--- config.mk ---
export PLATFORM = sky130hd
export DESIGN_NAME = seven_seg_display
export DESIGN_NICKNAME = d
export VERILOG_FILES = /design/src/rtl/seven_seg_display.sv
export SDC_FILE = /design/constraint.sdc
export NUM_CORES = 1
export LEC_CHECK = 0
export CAP_MARGIN = 10
export CORE_MARGIN = 5
export CORE_UTILIZATION = 57
export CTS_CLUSTER_SIZE = 24
export DETAILED_ROUTE_END_ITERATION = 10
export PLACE_DENSITY = 0.8
export SLEW_MARGIN = 0
export SYNTH_ARGS = -nofsm -noshare
export SYNTH_HDL_FRONTEND = slang
export SYNTH_SLANG_ARGS = --single-unit
export TNS_END_PERCENT = 1
--- constraint.sdc ---
create_clock -name clk -period 5.5 [get_ports clk]
set_clock_uncertainty 0.05 [all_clocks]
set_input_delay 1.1 -clock clk [delete_from_list [all_inputs] [get_ports clk]]
set_output_delay 1.1 -clock clk [all_outputs]
set_load 0.02 [all_outputs]
--- src/rtl/seven_seg_display.sv ---
// Multi-digit seven-segment driver: binary to hex/decimal digits,
// with blanking, decimal points, overflow dashes and blinking.
module seven_seg_display #(
    parameter int NUM_DIGITS = 6,
    parameter int VALUE_W    = 20,
    parameter int BLINK_HALF = 25000000
) (
    input  logic                    clk,
    input  logic                    rst,
    input  logic [VALUE_W-1:0]      value,
    input  logic                    load,
    input  logic                    hex_mode,
    input  logic                    blank_lz,
    input  logic [NUM_DIGITS-1:0]   dp_mask,
    input  logic                    blink_en,
    output logic                    busy,
    output logic [8*NUM_DIGITS-1:0] segments
);

    localparam int DW    = 4 * NUM_DIGITS;
    localparam int SW    = DW + VALUE_W;
    localparam int CNT_W = $clog2(VALUE_W + 1);
    localparam int BW    = $clog2(BLINK_HALF);

    localparam logic [63:0]      DEC_MAX   = 64'(10 ** NUM_DIGITS) - 64'd1;
    localparam logic [CNT_W-1:0] LAST_STEP = CNT_W'(VALUE_W - 1);
    localparam logic [BW-1:0]    BLINK_TOP = BW'(BLINK_HALF - 1);

    typedef enum logic {
        S_IDLE,
        S_CONV
    } state_t;

    state_t state_q, state_d;

    logic [DW-1:0]         digits_q, digits_d;
    logic                  ovf_q, ovf_d;
    logic                  ovf_pend_q, ovf_pend_d;
    logic [SW-1:0]         sh_q, sh_d;
    logic [CNT_W-1:0]      step_q, step_d;
    logic [BW-1:0]         bcnt_q, bcnt_d;
    logic                  phase_q, phase_d;
    logic [8*NUM_DIGITS-1:0] seg_q, seg_d;

    logic          accept;
    logic          last_step;
    logic [63:0]   value_ext;
    logic [SW-1:0] dd_adj;
    logic [SW-1:0] dd_step;

    assign value_ext = 64'(value);
    assign accept    = load && (state_q == S_IDLE);
    assign last_step = (step_q == LAST_STEP);
    assign segments  = seg_q;

    function automatic logic [7:0] glyph(input logic [3:0] d);
        logic [7:0] g;
        g = 8'hFF;
        case (d)
            4'h0: g = 8'hC0;
            4'h1: g = 8'hF9;
            4'h2: g = 8'hA4;
            4'h3: g = 8'hB0;
            4'h4: g = 8'h99;
            4'h5: g = 8'h92;
            4'h6: g = 8'h82;
            4'h7: g = 8'hF8;
            4'h8: g = 8'h80;
            4'h9: g = 8'h90;
            4'hA: g = 8'h88;
            4'hB: g = 8'h83;
            4'hC: g = 8'hC6;
            4'hD: g = 8'hA1;
            4'hE: g = 8'h86;
            4'hF: g = 8'h8E;
        endcase
        return g;
    endfunction

    // State register
    always_ff @(posedge clk or posedge rst) begin
        if (rst) begin
            state_q <= S_IDLE;
        end else begin
            state_q <= state_d;
        end
    end

    // Next-state logic
    always_comb begin
        state_d = state_q;
        case (state_q)
            S_IDLE: if (accept && !hex_mode) state_d = S_CONV;
            S_CONV: if (last_step) state_d = S_IDLE;
            default: state_d = S_IDLE;
        endcase
    end

    // Output logic
    always_comb begin
        busy = (state_q == S_CONV);
    end

    // One double-dabble step over {bcd, binary}
    always_comb begin
        dd_adj = sh_q;
        for (int i = 0; i < NUM_DIGITS; i++) begin
            if (sh_q[VALUE_W+4*i +: 4] >= 4'd5) begin
                dd_adj[VALUE_W+4*i +: 4] = sh_q[VALUE_W+4*i +: 4] + 4'd3;
            end
        end
        dd_step = dd_adj << 1;
    end

    always_comb begin
        sh_d       = sh_q;
        step_d     = step_q;
        digits_d   = digits_q;
        ovf_d      = ovf_q;
        ovf_pend_d = ovf_pend_q;
        if (accept) begin
            if (hex_mode) begin
                digits_d = value_ext[DW-1:0];
                ovf_d    = (value_ext >> DW) != 64'd0;
            end else begin
                sh_d       = {{DW{1'b0}}, value};
                step_d     = '0;
                ovf_pend_d = value_ext > DEC_MAX;
            end
        end else if (state_q == S_CONV) begin
            sh_d   = dd_step;
            step_d = step_q + CNT_W'(1);
            // Display keeps old digits until the full result is ready
            if (last_step) begin
                digits_d = dd_step[SW-1:VALUE_W];
                ovf_d    = ovf_pend_q;
            end
        end
    end

    always_comb begin
        bcnt_d  = bcnt_q + BW'(1);
        phase_d = phase_q;
        if (bcnt_q == BLINK_TOP) begin
            bcnt_d  = '0;
            phase_d = !phase_q;
        end
    end

    // Digits are scanned from the top so blanking knows what lies above
    always_comb begin
        logic       nz_seen;
        logic       blank;
        logic [3:0] nib;
        logic [7:0] seg_b;
        seg_d   = '1;
        nz_seen = 1'b0;
        blank   = 1'b0;
        nib     = 4'h0;
        seg_b   = 8'hFF;
        for (int i = NUM_DIGITS - 1; i >= 0; i--) begin
            nib     = digits_q[4*i +: 4];
            nz_seen = nz_seen || (nib != 4'h0);
            blank   = blank_lz && !nz_seen && (i != 0);
            seg_b   = blank ? 8'hFF : glyph(nib);
            if (dp_mask[i]) seg_b[7] = 1'b0;
            if (ovf_q) seg_b = 8'hBF;
            if (blink_en && !phase_q) seg_b = 8'hFF;
            seg_d[8*i +: 8] = seg_b;
        end
    end

    always_ff @(posedge clk or posedge rst) begin
        if (rst) begin
            digits_q   <= '0;
            ovf_q      <= 1'b0;
            ovf_pend_q <= 1'b0;
            sh_q       <= '0;
            step_q     <= '0;
            bcnt_q     <= '0;
            phase_q    <= 1'b1;
            seg_q      <= '1;
        end else begin
            digits_q   <= digits_d;
            ovf_q      <= ovf_d;
            ovf_pend_q <= ovf_pend_d;
            sh_q       <= sh_d;
            step_q     <= step_d;
            bcnt_q     <= bcnt_d;
            phase_q    <= phase_d;
            seg_q      <= seg_d;
        end
    end

endmodule

==> impl_metrics.env <==
export IMPL_drive_gt1_share_pct=11.0
export IMPL_grt_pass1_vias=6325
export IMPL_grtUsageMet1_pct=29.2
export IMPL_path_clk_slew_ns=0.06
export IMPL_antenna_found_initial=1
export IMPL_postCtsSetupBuffers=0
export IMPL_rows=43
export IMPL_use_met3_pct=5.56
export IMPL_mostFrequentLayoutCell="nand2_1"
export IMPL_crit_arrival_ns=1.95
export IMPL_path_class="flip-flop to primary output"
export IMPL_cp_start_kind="flip-flop"
export IMPL_dieArea_sq_mm=0.0163
export IMPL_yosysUniqueCellTypes=53
export IMPL_cp_slowest_cell="dfrtp_1"
export IMPL_routed_via_density=5.86
export IMPL_syn_num_nets=883
export IMPL_ys_async_sr_fraction_pct=100
export IMPL_design_area_sq_mm=0.00937
export IMPL_p_switching_mw=2.07
export IMPL_ioPinCount=81
export IMPL_diodes=0
export IMPL_pwr_share_comb_pct=42.2
export IMPL_worstPathMaxFanout=17
export IMPL_placed_area_sq_mm=0.00878
export IMPL_period_needed_ns=3.10
export IMPL_initial_utilization_pct=57.4
export IMPL_slowest_delay_ns=0.79
export IMPL_ys_warn_count=0
export IMPL_period_share_pct=56.3
export IMPL_nets=949
export IMPL_grt_overflow_total=0
export IMPL_synth_top_area_cell="dfrtp_1"
export IMPL_final_max_slew_viol_count=0
export IMPL_clock_sinks=150
export IMPL_drc=0
export IMPL_finalHoldViolations=0
export IMPL_crit_path_end_kind="primary output"
export IMPL_leakage_nw=4.00
export IMPL_worstHoldPathType="flip-flop to flip-flop"
export IMPL_synthTopCellsByArea="dfrtp_1 (32%), dfstp_2 (16%), ha_1 (7.5%), nand2_1 (5.6%), o21ai_0 (4.4%)"
export IMPL_htreeDepth=4
export IMPL_outcome="complete, no violations"
export IMPL_grt_max_degree=124
export IMPL_synth_seq_area_share_pct=48.4
export IMPL_final_cell_count_no_fill=1063
export IMPL_avgSynthCellArea_sq_um=9.79
export IMPL_crit_chain="clkdlybuf4s50_1"
export IMPL_fmax_ghz=0.323
export IMPL_die_w_um=128
export IMPL_final_fill_count=1019
export IMPL_required_ns=4.35
export IMPL_critPathLaunch="busy"
export IMPL_switching_share_pct=38.5
export IMPL_syn_cell_area_sq_mm=0.00788
export IMPL_p_clk_share_pct=20.4
export IMPL_gr_usage_all_layers_pct=22.9
export IMPL_hpwl_mm=12.3
export IMPL_yosysTopAreaCellShare_pct=32.1
export IMPL_cts_hold_buf=0
export IMPL_io_buffers=80
export IMPL_clk_path_buf_depth=2
export IMPL_synth_seq_cells=150
export IMPL_first_pass_iters=5
export IMPL_cts_resized=0
export IMPL_min_delay_start="sh_q[6]"
export IMPL_worst_skew_pair_late_latency_ns=0.42
export IMPL_finalSetupTns_ns=0
export IMPL_final_cell_mix="nand2_1 (117), dfrtp_1 (101), clkdlybuf4s50_1 (80)"
export IMPL_rsz0062_at_grt="false"
export IMPL_totalWireLength_mm=17.6
export IMPL_postRouteAntennaNets=0
export IMPL_drt_iter0_drc=486
export IMPL_die_y_um=128
export IMPL_dp_cells=1029
export IMPL_grt_pass1_wl_mm=30.1
export IMPL_coreArea_sq_mm=0.0137
export IMPL_cap_violations=0
export IMPL_irDropWorstVdd_uv=315
export IMPL_power_per_cell_area_mw_per_mm2=574
export IMPL_finalSetupViolCount=0
export IMPL_worst_slew_pin_slew_ns=1.05
export IMPL_wire_per_inst_um=16.6
export IMPL_numCtsBuffers=17
export IMPL_synth_flop_cell="dfrtp_1"
export IMPL_p_seq_share_pct=37.4
export IMPL_netlist_instances=804
export IMPL_synth_edf_count=0
export IMPL_area_growth_pct=19.0
export IMPL_critPathBufInv=1
export IMPL_intPower_mw=3.31
export IMPL_cts_root_buf="clkbuf_16"
export IMPL_r2r_start="busy"
export IMPL_maxSlewHeadroom_pct=29.5
export IMPL_grtUsageMet2_pct=37.9
export IMPL_num_vias=6231
export IMPL_cpLargestDelayFamily="flip-flops"
export IMPL_grt_busiest_layer="met2"
export IMPL_cts_tree="built"
export IMPL_gp_congestion=0.858
## registers in the layout, indices dropped and copies added, names as in the netlist
register    count
segments       48
sh_q           44
bcnt_q         25
digits_q       24
step_q          5
busy            1
ovf_pend_q      1
ovf_q           1
phase_q         1
## synthesized netlist by cell type, types with 9 or more instances
cell and count:
xor2_1 12, clkbuf_1 31, xnor2_1 17, nand2b_1 26
inv_1 36, o21ai_0 69, dfstp_2 49, nor2_1 49
a21o_1 9, ha_1 47, dfrtp_1 101, nand3_1 23
o311ai_0 12, a22o_1 13, mux2i_1 24, a21oi_1 43
o211ai_1 21, nand2_1 117
## kinds of logic after synthesis
kind of cell | after synthesis | share of synthesized area [%]
AND/OR/NAND/NOR | 276 | 17.1
AO/OA/AOI/OAI | 198 | 15.8
flip-flops | 150 | 48.4
buffers and inverters | 73 | 3.62
adder cells (fa/ha/maj) | 47 | 7.47
multiplexers | 31 | 4.34
XOR/XNOR | 29 | 3.23
## per-layer routing
| metal | up-vias | routed length (um) |
|---|---|---|
| li1 | 2945 | - |
| met1 | 3085 | 7380 |
| met2 | 173 | 8960 |
| met3 | 26 | 972 |
| met4 | 2 | 272 |
| met5 | - | 13 |
## stage by stage
stage / power, mW / hold slack (ns) / util, % / setup slack, ns
after global routing: 5.78 / 0.460 / 68.3 / 2.32
after global placement: 4.12 / 0.410 / 64.0 / 2.15
after detailed placement: 4.27 / 0.419 / 64.0 / 2.13
after floorplan: 3.55 / 0.397 / - / 0.395
final: 5.38 / 0.431 / 68.3 / 2.40
after CTS: 5.38 / 0.435 / 68.1 / 2.39
## power groups by stage
| stage | clock (mW) | combinational (mW) | sequential (mW) |
|---|---|---|---|
| finish | 1.10 | 2.27 | 2.01 |
| global route | 1.17 | 2.53 | 2.09 |
| CTS | 1.11 | 2.26 | 2.01 |
| detailed placement | 0 | 2.24 | 2.02 |
| global placement | 0 | 2.12 | 1.99 |
| floorplan | 0 | 1.52 | 2.03 |
## final timing paths
check / endpoint / slack (ns) / cells past startpoint
hold / removal: sh_q[6] / 0.43 / 1
setup / recovery: busy / 2.40 / 1
max in group asynchronous: phase_q / 3.10 / 3
setup reg to reg: digits_q[2] / 2.55 / 5
hold reg to reg: sh_q[6] / 0.43 / 1
min in group asynchronous: bcnt_q[15] / 1.29 / 2
## layout make-up
cell class                      count  area, sq um  share of cell area, %
Inverter                           36          140                   1.49
Sequential cell                   150         3810                   40.7
Tap cell                          180          225                   2.40
Multi-Input combinational cell    581         3780                   40.3
Clock buffer                       29          520                   5.55
Clock inverter                      3         40.0                  0.427
Timing Repair Buffer               84          851                   9.08
(Power assumes the default switching activity.)
